--- config.mk ---
export PLATFORM = sky130hd
export DESIGN_NAME = video_histogram
export DESIGN_NICKNAME = d
export VERILOG_FILES = /design/src/rtl/hist_pkg.sv /design/src/rtl/hist_ram.sv /design/src/rtl/video_histogram.sv
export SDC_FILE = /design/constraint.sdc
export NUM_CORES = 1
export LEC_CHECK = 0
export CAP_MARGIN = 10
export CORE_MARGIN = 1
export CORE_UTILIZATION = 54
export DETAILED_ROUTE_END_ITERATION = 16
export PLACE_DENSITY = 0.75
export SLEW_MARGIN = 30
export SYNTH_ARGS = -nofsm -noshare
export SYNTH_HDL_FRONTEND = slang
export SYNTH_SLANG_ARGS = --single-unit
--- constraint.sdc ---
create_clock -name clk -period 3.7 [get_ports clk]
set_input_delay 0.74 -clock clk [delete_from_list [all_inputs] [get_ports clk]]
set_output_delay 0.74 -clock clk [all_outputs]
set_load 0.02 [all_outputs]
--- src/rtl/hist_pkg.sv ---
// Shared encodings for the frame histogram engine: FSM states and the
// vertical-sync polarity reference used to normalise vs_i.
package hist_pkg;

  typedef enum logic [2:0] {
    ST_CLEAR,
    ST_IDLE,
    ST_ARMED,
    ST_COUNT,
    ST_DRAIN,
    ST_DONE
  } hist_state_e;

  // VS_POL value meaning "vs_i is already active-high".
  localparam bit VS_ACTIVE_HIGH = 1'b1;

endpackage

--- src/rtl/hist_ram.sv ---
// Simple dual-port bin memory: one write port, one registered read port.
// Read-during-write to the same address returns the old contents.
module hist_ram #(
  parameter int AW = 3,
  parameter int DW = 32
) (
  input  logic          clk,
  input  logic          we,
  input  logic [AW-1:0] waddr,
  input  logic [DW-1:0] wdata,
  input  logic [AW-1:0] raddr,
  output logic [DW-1:0] rdata
);

  logic [DW-1:0] mem [0:(1<<AW)-1];

  always_ff @(posedge clk) begin
    if (we) mem[waddr] <= wdata;
    rdata <= mem[raddr];
  end

endmodule

--- src/rtl/video_histogram.sv ---
// Frame histogram engine: clears, captures one frame into saturating bins,
// then holds the result for an asynchronous four-phase readout.
module video_histogram
  import hist_pkg::*;
#(
  parameter int DATA_WIDTH  = 8,
  parameter int BIN_BITS    = 3,
  parameter int CNT_WIDTH   = 32,
  parameter int VS_POL      = 1,
  parameter int SYNC_STAGES = 2
) (
  input  logic                  clk,
  input  logic                  rst,
  input  logic [DATA_WIDTH-1:0] pixel_i,
  input  logic                  dv_i,
  input  logic                  vs_i,
  input  logic                  arm_i,
  input  logic                  rd_req_i,
  input  logic [BIN_BITS-1:0]   rd_addr_i,
  output logic                  rd_ack_o,
  output logic [CNT_WIDTH-1:0]  rd_data_o,
  output logic                  done_o,
  output logic                  busy_o,
  output logic                  sat_o,
  output logic [CNT_WIDTH-1:0]  frame_pix_o
);

  localparam bit VS_ACT = (VS_POL != 0) ? VS_ACTIVE_HIGH : ~VS_ACTIVE_HIGH;

  typedef struct packed {
    logic                 vld;
    logic [BIN_BITS-1:0]  addr;
    logic [CNT_WIDTH-1:0] data;
  } wr_stage_t;

  hist_state_e          state, state_nxt;
  logic [BIN_BITS-1:0]  clr_addr, clr_addr_nxt;
  logic                 armed_pend, armed_pend_nxt;
  logic                 drain_cnt, drain_cnt_nxt;

  logic                 vs_n, vs_q, boundary;
  logic [BIN_BITS-1:0]  pix_bin;
  logic                 frame_start, cnt_issue;
  logic                 pix_unused;

  logic                 s1_vld;
  logic [BIN_BITS-1:0]  s1_addr;
  wr_stage_t            s2;
  logic [CNT_WIDTH-1:0] ram_rdata, operand, incr;
  logic                 op_full;

  logic                 ram_we;
  logic [BIN_BITS-1:0]  ram_waddr, ram_raddr;
  logic [CNT_WIDTH-1:0] ram_wdata;

  logic [CNT_WIDTH-1:0] pix_cnt;
  logic                 sat_acc;

  logic [SYNC_STAGES-1:0] req_sync;
  logic                   req_s, req_q, req_rise;
  logic                   rd_pend, rd_pend_done;

  assign vs_n        = (vs_i == VS_ACT);
  assign boundary    = vs_n & ~vs_q;
  assign pix_bin     = pixel_i[DATA_WIDTH-1 -: BIN_BITS];
  assign pix_unused  = ^pixel_i;
  assign frame_start = (state == ST_ARMED) && boundary;
  // The pixel on the opening boundary belongs to the new frame; the one on
  // the closing boundary is dropped.
  assign cnt_issue   = dv_i && (frame_start || (state == ST_COUNT && !boundary));

  // Forward the bin being written this edge-pair; the RAM still holds the old value.
  assign operand = (s2.vld && s2.addr == s1_addr) ? s2.data : ram_rdata;
  assign op_full = &operand;
  assign incr    = op_full ? operand : operand + CNT_WIDTH'(1);

  assign ram_we    = (state == ST_CLEAR) || s1_vld;
  assign ram_waddr = (state == ST_CLEAR) ? clr_addr : s1_addr;
  assign ram_wdata = (state == ST_CLEAR) ? '0 : incr;
  assign ram_raddr = (state == ST_DONE) ? rd_addr_i : pix_bin;

  assign req_s    = req_sync[SYNC_STAGES-1];
  assign req_rise = req_s & ~req_q;

  hist_ram #(
    .AW (BIN_BITS),
    .DW (CNT_WIDTH)
  ) u_ram (
    .clk   (clk),
    .we    (ram_we),
    .waddr (ram_waddr),
    .wdata (ram_wdata),
    .raddr (ram_raddr),
    .rdata (ram_rdata)
  );

  always_comb begin
    state_nxt      = state;
    clr_addr_nxt   = clr_addr;
    armed_pend_nxt = armed_pend;
    drain_cnt_nxt  = drain_cnt;
    case (state)
      ST_CLEAR: begin
        clr_addr_nxt = clr_addr + 1'b1;
        if (arm_i) armed_pend_nxt = 1'b1;
        if (&clr_addr) begin
          state_nxt      = (armed_pend || arm_i) ? ST_ARMED : ST_IDLE;
          armed_pend_nxt = 1'b0;
        end
      end
      ST_IDLE, ST_DONE: begin
        if (arm_i) begin
          state_nxt      = ST_CLEAR;
          armed_pend_nxt = 1'b1;
          clr_addr_nxt   = '0;
        end
      end
      ST_ARMED: if (boundary) state_nxt = ST_COUNT;
      ST_COUNT: begin
        if (boundary) begin
          state_nxt     = ST_DRAIN;
          drain_cnt_nxt = 1'b0;
        end
      end
      ST_DRAIN: begin
        drain_cnt_nxt = 1'b1;
        if (drain_cnt) state_nxt = ST_DONE;
      end
      default: state_nxt = ST_CLEAR;
    endcase
  end

  always_ff @(posedge clk or negedge rst) begin
    if (!rst) begin
      state      <= ST_CLEAR;
      clr_addr   <= '0;
      armed_pend <= 1'b0;
      drain_cnt  <= 1'b0;
      vs_q       <= 1'b0;
    end else begin
      state      <= state_nxt;
      clr_addr   <= clr_addr_nxt;
      armed_pend <= armed_pend_nxt;
      drain_cnt  <= drain_cnt_nxt;
      vs_q       <= vs_n;
    end
  end

  always_ff @(posedge clk or negedge rst) begin
    if (!rst) begin
      s1_vld  <= 1'b0;
      s1_addr <= '0;
      s2      <= '0;
      pix_cnt <= '0;
      sat_acc <= 1'b0;
    end else begin
      s1_vld   <= cnt_issue;
      s1_addr  <= pix_bin;
      s2.vld   <= s1_vld;
      s2.addr  <= s1_addr;
      s2.data  <= incr;
      if (frame_start) begin
        pix_cnt <= cnt_issue ? CNT_WIDTH'(1) : '0;
        sat_acc <= 1'b0;
      end else begin
        if (cnt_issue && !(&pix_cnt)) pix_cnt <= pix_cnt + CNT_WIDTH'(1);
        if (s1_vld && op_full) sat_acc <= 1'b1;
      end
    end
  end

  // Read side: synchronise the request, sample the address on its rising edge.
  always_ff @(posedge clk or negedge rst) begin
    if (!rst) begin
      req_sync     <= '0;
      req_q        <= 1'b0;
      rd_pend      <= 1'b0;
      rd_pend_done <= 1'b0;
      rd_ack_o     <= 1'b0;
      rd_data_o    <= '0;
    end else begin
      req_sync     <= {req_sync[SYNC_STAGES-2:0], rd_req_i};
      req_q        <= req_s;
      rd_pend      <= req_rise;
      rd_pend_done <= req_rise && (state == ST_DONE);
      if (rd_pend) begin
        rd_ack_o  <= 1'b1;
        rd_data_o <= rd_pend_done ? ram_rdata : '0;
      end else if (!req_s) begin
        rd_ack_o  <= 1'b0;
      end
    end
  end

  always_ff @(posedge clk or negedge rst) begin
    if (!rst) begin
      busy_o      <= 1'b1;
      done_o      <= 1'b0;
      sat_o       <= 1'b0;
      frame_pix_o <= '0;
    end else begin
      busy_o <= (state_nxt == ST_CLEAR) || (state_nxt == ST_ARMED) ||
                (state_nxt == ST_COUNT);
      done_o <= (state_nxt == ST_DONE);
      if (frame_start) begin
        sat_o       <= 1'b0;
        frame_pix_o <= '0;
      end else if (state == ST_DRAIN && drain_cnt) begin
        sat_o       <= sat_acc;
        frame_pix_o <= pix_cnt;
      end
    end
  end

endmodule

==> impl_metrics.yaml <==
setup_path:
  cpMaxStageDelayCell: "dfrtp_1"
  path_cells: "xnor2_1 > and4_2 > mux2i_1 > inv_1 > ha_1 > nand4_1 > mux2_4 > buf_4 > a221oi_2 > o21ai_0 > mux2i_2"
  crit_cells: 11
  cp_top_family: "multiplexers"
  cp_num_buf_inv: 2
  ff2ff_path_depth: 11
  regToRegEndpoint: "u_ram.mem[5][20]$_DFFE_PP_"
  crit_path_max_incr_delay_ps: 430
  r2r_setup_slack_ps: 300
  worstPathArrival_ps: 3690
  required_ps: 3990
  end_kind: "register"
  crit_path_max_fanout: 8
  path_class: "reg -> reg"
  r2r_start: "s1_addr[2]$_DFF_PN0_"
  cp-start-kind: "register"
yosys:
  synth_area_um2: 18500
  synth_seq_cells: 443
  yosys.area.top_type_share: 0.415
  synth_area_leaders: "edfxtp_1 (41%), dfrtp_1 (21%), mux4_2 (7.8%)"
  synth_edf_count: 256
  ys_top_cells_by_count: "edfxtp_1 (256), dfrtp_1 (154), nand2_1 (107)"
  yosys_warnings: 0
  syn_nets: 1334
  yosysMostFrequentCell: "edfxtp_1"
  yosysTopAreaCell: "edfxtp_1"
  synth.distinct_cells: 58
  syn_avg_cell_area_um2: 14.1
  synthCells: 1313
  yosysSeqAreaShare: 0.658
  async_flop_share: 0.350
  synth_ff_type: "edfxtp_1"
global_route:
  grt_remaining_overflow: 0
  grt_usage: 0.231
  grt_start_max_net_pins: 89
  grt_pass1_wl_um: 63100
  antenna_found_initial: 0
  grt_pass1_vias: 11400
sta:
  fin_crit_ps: 3400
  worstMarginPinSlew_ps: 904
  fmax_mhz: 294
  period_share: 0.918
  max-slew-margin-rel: 0.394
  grt_setup_unrepaired: "no"
  report.final.slew_viol_count: 0
  skew_ps: 9.27
  hold_violations: 0
  tns_ps: 0
  fin_ws_ps: 302
  setup_viol: 0
placement:
  dp_hpwl_um: 24400
  dp_cells: 1819
  gp_congestion: 0.860
  portBuffers: 79
  preCtsSetupSlack_ps: 208
power:
  total_power_mw: 12.4
  p_per_area_nw_per_um2: 576
  leakage_nw: 7.64
  vdd_ir_drop_max_mv: 0.350
floorplan:
  pin_count: 85
  die_y_um: 187
  num_rows: 67
  start_util: 0.550
  coreArea_um2: 33700
  die_area_um2: 35100
  chipWidth_um: 187
clock_network:
  cts_tree: "built"
  hold_buffers: 0
  clkLatencyLatePin_ps: 530
  clkTransAtPathRegs_ps: 60
  cts_resized: 0
  cts_made_buffers: 44
  post-cts-setup-buffers: 0
  cts_root_buf: "clkbuf_16"
  htree_levels: 2
  clockBufferDepth: 3
  cts_sinks: 443
routing:
  routed_wl_um: 39700
  num_vias: 11400
  drc_errors: 0
  drt_iter0_markers: 885
  drt-vias-per-instance: 5.98
  routedWlPerCell_um: 20.9
  drtAntennaViolNets: 0
  dr.pass1.iters: 5
job:
  cap_violations: 0
final_layout:
  nNetsFinal: 1438
  num_antenna_cells: 0
  drive_gt1_frac: 0.170
  area_growth_pct: 16.1
  final_cells: 1899
  final_core_util: 0.639
status:
  run_status: "finished, final reports clean"
hold_path:
  min_path_type: "in -> async"
-- registers in the layout (all words and copies together), names as in the netlist --
signal and flops:
armed_pend 1, busy_o 1, clr_addr 3, done_o 1
drain_cnt 1, frame_pix_o 32, pix_cnt 32, rd_ack_o 1
rd_data_o 32, rd_pend 1, rd_pend_done 1, req_q 1
req_sync 2, s1_addr 3, s1_vld 1, s2 36
sat_acc 1, sat_o 1, state 3, u_ram.mem 256
u_ram.rdata 32, vs_q 1
-- per-layer routing --
layer	share of wire	global-route usage	up-vias	wire, um
met5	0	0	-	0
met4	0.021	0.0634	0	829
met3	0.052	0.0295	63	2080
met2	0.50	0.386	334	19700
met1	0.43	0.322	5821	17100
li1	-	-	5145	-
-- stage by stage --
step           instance area, um^2  hold WS [ps]
6_report                     21500           271
5_1_grt                      21500           338
4_1_cts                      21500           322
3_5_place_dp                 20100           335
3_3_place_gp                 20100           337
2_1_floorplan                18500           331
-- layout by cell type, fill, tap and decap left out, types with 8 or more instances in the layout --
| master | count |
|---|---|
| nor4_1 | 8 |
| mux2_2 | 40 |
| a21oi_1 | 12 |
| inv_1 | 41 |
| nand2_1 | 107 |
| buf_4 | 39 |
| mux2i_1 | 42 |
| clkdlybuf4s50_1 | 78 |
| and4_1 | 18 |
| nand3_1 | 75 |
| nor2_1 | 53 |
| and3_1 | 33 |
| nand4_1 | 35 |
| o21ai_0 | 80 |
| and2_1 | 22 |
| clkbuf_16 | 45 |
| dfrtp_1 | 153 |
| edfxtp_1 | 256 |
| nor3_2 | 8 |
| nor3_1 | 21 |
| xnor2_1 | 12 |
| clkbuf_1 | 20 |
| mux4_2 | 64 |
| dfxtp_1 | 32 |
| nor2_4 | 9 |
| xor2_1 | 39 |
-- logic make-up (layout without fill, tap and decap cells) --
kind of cell | Yosys count | in the layout | share of synthesized area
simple gates | 415 | 415 | 0.115
flops | 443 | 443 | 0.658
mux | 153 | 153 | 0.129
compound gates | 139 | 139 | 0.0458
buf+inv | 108 | 246 | 0.0247
fa+ha+maj | 4 | 4 | 0.00270
xor+xnor | 51 | 51 | 0.0241
-- worst max-delay path by stage --
stage,end,slack (ps),startpoint
floorplan,u_ram.mem[0][1]$_DFFE_PP_,30,s1_addr[2]$_DFF_PN0_
global placement,u_ram.mem[3][15]$_DFFE_PP_,320,s1_addr[2]$_DFF_PN0_
detailed placement,u_ram.mem[4][25]$_DFFE_PP_,210,s1_addr[2]$_DFF_PN0_
CTS,u_ram.mem[6][25]$_DFFE_PP_,170,s1_addr[2]$_DFF_PN0_
global route,u_ram.mem[4][23]$_DFFE_PP_,30,s1_addr[2]$_DFF_PN0_
finish,u_ram.mem[5][20]$_DFFE_PP_,300,s1_addr[2]$_DFF_PN0_
-- power breakdown --
group / switching [mW] / internal [mW] / leakage, nW
Sequential: 0.364 / 6.08 / 4.64
Clock: 1.73 / 2.46 / 0.659
Combinational: 1.14 / 0.626 / 2.34
-- cell type report --
class | instances | area (um^2)
sequential | 443 | 12200
fill | 2439 | 12200
multi-input combinational | 762 | 6020
clock buffer | 69 | 1260
timing repair buffer | 125 | 1220
tap | 448 | 561
inverter | 41 | 154
clock inverter | 11 | 98.8
No activity file was read; power rests on OpenSTA's default activity.
